==> config.mk <==
export PLATFORM = sky130hd
export DESIGN_NAME = decode_nlane
export DESIGN_NICKNAME = d
export VERILOG_FILES = /design/src/rtl/decode_nlane.sv
export SDC_FILE = /design/constraint.sdc
export NUM_CORES = 2
export LEC_CHECK = 0
export CORE_MARGIN = 4
export CORE_UTILIZATION = 49
export CTS_CLUSTER_SIZE = 12
export DETAILED_ROUTE_END_ITERATION = 8
export PLACE_DENSITY = 0.78
export SETUP_SLACK_MARGIN = 0.2
export SLEW_MARGIN = 40
export SYNTH_ARGS = -nofsm -noshare
export SYNTH_HDL_FRONTEND = slang
export SYNTH_SLANG_ARGS = --single-unit
==> constraint.sdc <==
create_clock -name i_clk -period 11.96 [get_ports i_clk]
set_input_delay 2.392 -clock i_clk [delete_from_list [all_inputs] [get_ports i_clk]]
set_output_delay 2.392 -clock i_clk [all_outputs]
set_load 0.02 [all_outputs]
==> src/rtl/decode_nlane.sv <==
// Kyber ByteDecode_d stream unpacker with optional Decompress_d.
// Unpacks IW-bit byte words into NLANE 12-bit coefficients per beat.
module decode_nlane #(
    parameter int IW    = 64,
    parameter int NLANE = 4,
    parameter int NPOLY = 4
) (
    input  logic                 i_clk,
    input  logic                 i_rst,
    input  logic                 i_start,
    input  logic [3:0]           i_l,
    input  logic                 i_decomp,
    input  logic [2:0]           i_npoly,
    input  logic [IW-1:0]        i_ibytes,
    input  logic                 i_ibytes_valid,
    output logic                 o_ibytes_ready,
    output logic [16*NLANE-1:0]  o_coeffs,
    output logic                 o_coeffs_valid,
    input  logic                 i_coeffs_ready,
    output logic [1:0]           o_poly_idx,
    output logic                 o_done,
    output logic                 o_err
);

    localparam int BUFW = IW + 12 * NLANE;
    localparam int FW   = $clog2(BUFW + 1);
    localparam int WCW  = 16;
    localparam int CQ   = 3329;

    typedef enum logic [1:0] {
        S_IDLE,
        S_RUN,
        S_FLUSH
    } state_t;

    state_t state;
    state_t state_n;

    logic [BUFW-1:0]      bbuf;
    logic [BUFW-1:0]      buf_n;
    logic [BUFW-1:0]      sh_buf;
    logic [FW-1:0]        fill;
    logic [FW-1:0]        fill_n;
    logic [FW-1:0]        sh_fill;
    logic [FW-1:0]        bpb;
    logic [3:0]           d_q;
    logic                 dec_q;
    logic [2:0]           np_q;
    logic [WCW-1:0]       wrem;
    logic [WCW-1:0]       wjob;
    logic [7:0]           coef_cnt;
    logic [1:0]           ld_poly;
    logic                 out_last;
    logic                 legal;
    logic                 in_fire;
    logic                 out_fire;
    logic                 ext;
    logic                 last_beat;
    logic [11:0]          mask;
    logic [16*NLANE-1:0]  lanes;

    // Reduce (d=12), decompress, or pass a raw d-bit field.
    function automatic logic [11:0] conv(
        input logic [11:0] x,
        input logic [3:0]  d,
        input logic        dec
    );
        logic [23:0] p;
        p = 24'(CQ) * {12'd0, x} + (24'd1 << (d - 4'd1));
        if (d == 4'd12)
            return (x >= 12'(CQ)) ? x - 12'(CQ) : x;
        else if (dec)
            return 12'(p >> d);
        else
            return x;
    endfunction

    assign legal = (i_l != 4'd0) && (i_l <= 4'd12) &&
                   (i_npoly != 3'd0) &&
                   (32'(i_npoly) <= 32'(NPOLY));

    assign wjob = WCW'(i_npoly) *
                  ((WCW'(i_l) << 8) / WCW'(IW));

    assign bpb = FW'(NLANE) * FW'(d_q);

    assign o_ibytes_ready = (state == S_RUN) &&
                            ((32'(fill) + 32'(IW)) <= 32'(BUFW)) &&
                            (wrem != '0);

    assign in_fire  = o_ibytes_ready && i_ibytes_valid;
    assign out_fire = o_coeffs_valid && i_coeffs_ready;

    assign ext = (state != S_IDLE) && (fill >= bpb) &&
                 (!o_coeffs_valid || i_coeffs_ready);

    assign last_beat = (ld_poly == 2'(np_q - 3'd1)) &&
                       (coef_cnt == 8'(256 - NLANE));

    assign mask = (12'd1 << d_q) - 12'd1;

    // Slice NLANE d-bit fields from the buffer bottom and convert them.
    always_comb begin
        lanes = '0;
        for (int n = 0; n < NLANE; n++) begin
            lanes[16*n +: 16] = {4'd0, conv(
                12'(bbuf >> (n * int'(d_q))) & mask,
                d_q, dec_q)};
        end
    end

    // Next buffer: drop extracted bits, append accepted word at fill.
    always_comb begin
        sh_buf  = ext ? (bbuf >> bpb) : bbuf;
        sh_fill = ext ? (fill - bpb) : fill;
        buf_n   = sh_buf;
        fill_n  = sh_fill;
        if (in_fire) begin
            buf_n  = sh_buf |
                     ({{(BUFW-IW){1'b0}}, i_ibytes} << sh_fill);
            fill_n = sh_fill + FW'(IW);
        end
    end

    // State register.
    always_ff @(posedge i_clk) begin
        if (i_rst)
            state <= S_IDLE;
        else
            state <= state_n;
    end

    // Next-state and done pulse.
    always_comb begin
        state_n = state;
        o_done  = 1'b0;
        unique case (state)
            S_IDLE: begin
                if (i_start && legal)
                    state_n = S_RUN;
            end
            S_RUN: begin
                if (in_fire && (wrem == WCW'(1)))
                    state_n = S_FLUSH;
            end
            S_FLUSH: begin
                if (out_fire && out_last) begin
                    o_done  = 1'b1;
                    state_n = S_IDLE;
                end
            end
            default: state_n = S_IDLE;
        endcase
    end

    // Job config, bit buffer, output register and beat counters.
    always_ff @(posedge i_clk) begin
        if (i_rst) begin
            bbuf           <= '0;
            fill           <= '0;
            d_q            <= '0;
            dec_q          <= 1'b0;
            np_q           <= '0;
            wrem           <= '0;
            coef_cnt       <= '0;
            ld_poly        <= '0;
            out_last       <= 1'b0;
            o_coeffs       <= '0;
            o_coeffs_valid <= 1'b0;
            o_poly_idx     <= '0;
            o_err          <= 1'b0;
        end else begin
            o_err <= 1'b0;
            bbuf  <= buf_n;
            fill  <= fill_n;
            if ((state == S_IDLE) && i_start) begin
                if (legal) begin
                    d_q        <= i_l;
                    dec_q      <= i_decomp;
                    np_q       <= i_npoly;
                    wrem       <= wjob;
                    coef_cnt   <= '0;
                    ld_poly    <= '0;
                    o_poly_idx <= '0;
                end else begin
                    o_err <= 1'b1;
                end
            end
            if (in_fire)
                wrem <= wrem - WCW'(1);
            if (ext) begin
                o_coeffs       <= lanes;
                o_coeffs_valid <= 1'b1;
                o_poly_idx     <= ld_poly;
                out_last       <= last_beat;
                coef_cnt       <= coef_cnt + 8'(NLANE);
                if (coef_cnt == 8'(256 - NLANE))
                    ld_poly <= ld_poly + 2'd1;
            end else if (out_fire) begin
                o_coeffs_valid <= 1'b0;
            end
        end
    end

endmodule

==> impl_metrics.env <==
export IMPL_rsz0062_at_grt="no"
export IMPL_grt_overflow_total=0
export IMPL_critPathBufInv=4
export IMPL_synth_mux_area_frac=0.2265
export IMPL_dp_final_hpwl_um=113300
export IMPL_track_usage=0.3398
export IMPL_fin_worst_skew_ns=0.02638
export IMPL_use_met2=0.5049
export IMPL_clk_path_buf_depth=3
export IMPL_p_leak_nw=18.15
export IMPL_layout_common_cells="ha_1, nor2_1, a21oi_1"
export IMPL_busiest_layer="met2"
export IMPL_synth_area_leaders="ha_1, mux4_2, dfxtp_1, mux2i_1, a21oi_1"
export IMPL_fmax_mhz=103.0
export IMPL_cts_setup_buffers=0
export IMPL_drt_iter0_markers=5946
export IMPL_fp_coreArea_mm2=0.07926
export IMPL_fin_hold_ws_ns=0.4467
export IMPL_yosysSeqAreaShare=0.1033
export IMPL_crit_family="compound AO/OA/AOI/OAI gates"
export IMPL_wire_per_inst_um=26.26
export IMPL_synth_top_area_frac=0.1450
export IMPL_finalCriticalPeriod_ns=9.707
export IMPL_grt_pass1_vias=37370
export IMPL_cp_slowest_stage_delay_ns=0.85
export IMPL_synth_simple_area_share=0.1503
export IMPL_status="complete, no violations"
export IMPL_start_util=0.4966
export IMPL_io_pin_count=147
export IMPL_synth_compound_area_frac=0.2352
export IMPL_synthAdderAreaFrac=0.1821
export IMPL_finalWirelength_um=152700
export IMPL_grt_start_max_net_pins=182
export IMPL_row_count=103
export IMPL_num_vias=40320
export IMPL_area_growth_syn_to_layout_pct=6.746
export IMPL_via_per_inst=6.936
export IMPL_placedInstanceArea_mm2=0.04096
export IMPL_place_inst=5761
export IMPL_clk_insertion_delay_late_ns=0.60
export IMPL_syn_avg_cell_area_um2=8.031
export IMPL_antenna_found_initial=1
export IMPL_path_clk_slew_ns=0.06
export IMPL_required_ns=12.44
export IMPL_grt_pass1_wl_um=229600
export IMPL_crit_path_top_delay_cell="dfxtp_4"
export IMPL_fin_ws_ns=2.253
export IMPL_irDropWorstVdd_uv=115.2
export IMPL_synth_cell_types=97
export IMPL_cts_buffers=27
export IMPL_synth_xor_area_share=0.02515
export IMPL_finalPower_mw=3.284
export IMPL_drtPass1Iterations=7
export IMPL_cts_sinks=203
export IMPL_async_flop_share=0
export IMPL_clockRootBuffer="clkbuf_16"
export IMPL_critPathCaptureType="flop"
export IMPL_fin_nets=5349
export IMPL_synth_seq_cells=203
export IMPL_place_congestion=1.021
export IMPL_finalCritPeriodShare=0.8116
export IMPL_path_max_fanout=62
export IMPL_cts_hold_buffers_added=0
export IMPL_criticalPathCategory="reg2reg"
export IMPL_io_buffer_count=130
export IMPL_drv_slew=0
export IMPL_yosysWarnings=0
export IMPL_dp_slack_ns=2.209
export IMPL_synth_edf_count=0
export IMPL_synth_area_mm2=0.03936
export IMPL_fin_util=0.5301
export IMPL_cpMostUsedCell="ha_1"
export IMPL_postRouteAntennaNets=0
export IMPL_worstMarginPinSlew_ns=0.9243
export IMPL_met1_usage=0.4489
export IMPL_cap_viol_max_count=0
export IMPL_relSlewSlack=0.3815
export IMPL_final_common_cell="ha_1"
export IMPL_tns_ns=0
export IMPL_power_density_mw_per_mm2=78.16
export IMPL_synth_main_ff_cell="dfxtp_1"
export IMPL_drive_above_1_share=0.1060
export IMPL_syn_inst=4901
export IMPL_setup_viol=0
export IMPL_synth_top_family_by_area="compound AO/OA/AOI/OAI gates"
export IMPL_yosysTopAreaCell="ha_1"
export IMPL_arrival_ns=10.19
export IMPL_hold_path_class="reg2reg"
export IMPL_drc=0
export IMPL_met3_usage=0.08721
export IMPL_setup_worst_path_start_class="flop"
export IMPL_final_area_mm2=0.04201
export IMPL_die_y_um=291.4
export IMPL_fin_cells=5813
export IMPL_die_area_mm2=0.08492
export IMPL_cts_htree_levels=1
export IMPL_final_hold_viol_count=0
export IMPL_cts_tree="built"
export IMPL_fp_dieW_um=291.4
export IMPL_post_cts_resized=0
==> per-layer routing <==
layer | share of wire | vias to the layer above
met5 | 0.000072 | -
met4 | 0.072 | 2
met3 | 0.13 | 648
met2 | 0.42 | 2890
met1 | 0.38 | 18960
li1 | - | 17820
==> cells in the mapped netlist, types with 27 or more instances <==
| master | n |
|---|---|
| a211oi_1 | 143 |
| a21o_1 | 69 |
| a21oi_1 | 395 |
| a221oi_1 | 48 |
| a31oi_1 | 43 |
| and2_1 | 42 |
| and3_1 | 41 |
| buf_1 | 41 |
| buf_2 | 99 |
| buf_4 | 35 |
| clkbuf_1 | 220 |
| dfxtp_1 | 203 |
| fa_1 | 73 |
| ha_1 | 456 |
| inv_1 | 303 |
| mux2_2 | 102 |
| mux2i_1 | 336 |
| mux4_2 | 192 |
| nand2_1 | 393 |
| nand2b_1 | 40 |
| nand3_1 | 74 |
| nor2_1 | 452 |
| nor2b_1 | 38 |
| nor3_1 | 113 |
| o211ai_1 | 55 |
| o21a_1 | 30 |
| o21ai_0 | 249 |
| o221ai_1 | 27 |
| o22ai_1 | 43 |
| xnor2_1 | 72 |
| xor2_1 | 41 |
==> report_power, final <==
part	switching, mW	internal, mW
registers	0.119	0.715
logic	0.959	0.588
clock network	0.369	0.535
total	1.45	1.84
==> flip-flops by register name (all words and copies together), names as in the netlist <==
register        flops
o_coeffs_valid      1
o_poly_idx          2
o_coeffs           48
wrem               16
np_q                2
fill                5
o_err               1
dec_q               1
out_last            1
bbuf              112
ld_poly             2
d_q                 4
state               2
coef_cnt            6
==> worst reg2reg max path, delay by kind of cell (launching register included) <==
| family | cells | cell delay [ns] |
|---|---|---|
| buf+inv | 4 | 0.74 |
| flops | 1 | 0.85 |
| compound gates | 10 | 2.74 |
| simple gates | 5 | 1.61 |
| xor+xnor | 1 | 0.18 |
| fa+ha+maj | 7 | 2.59 |
| mux | 2 | 0.91 |
==> cell families (layout without fill, tap and decap cells) <==
| logic type | count (synthesis) | after routing |
|---|---|---|
| fa+ha+maj | 529 | 529 |
| mux | 633 | 633 |
| flops | 203 | 203 |
| buf+inv | 718 | 564 |
| compound gates | 1397 | 1397 |
| other cells | 1 | 17 |
| xor+xnor | 113 | 113 |
| simple gates | 1307 | 1307 |
==> cell type report <==
cell class | instances | area, µm²
Timing Repair Buffer | 206 | 2023
Antenna cell | 1 | 2.502
Multi-Input combinational cell | 3995 | 32480
Tap cell | 1050 | 1314
Clock inverter | 11 | 165.2
Fill cell | 7414 | 37240
Sequential cell | 203 | 4079
Clock buffer | 37 | 773.2
Inverter | 310 | 1171
==> worst paths after layout <==
check	cells after the start	end	from	slack, ns
max	29	o_coeffs[56]	d_q[2]	2.25
min	2	o_coeffs[50]	o_coeffs[50]	0.45
max reg2reg	29	o_coeffs[56]	d_q[2]	2.25
min reg2reg	2	o_coeffs[50]	o_coeffs[50]	0.45
No activity file was read; power rests on OpenSTA's default activity.
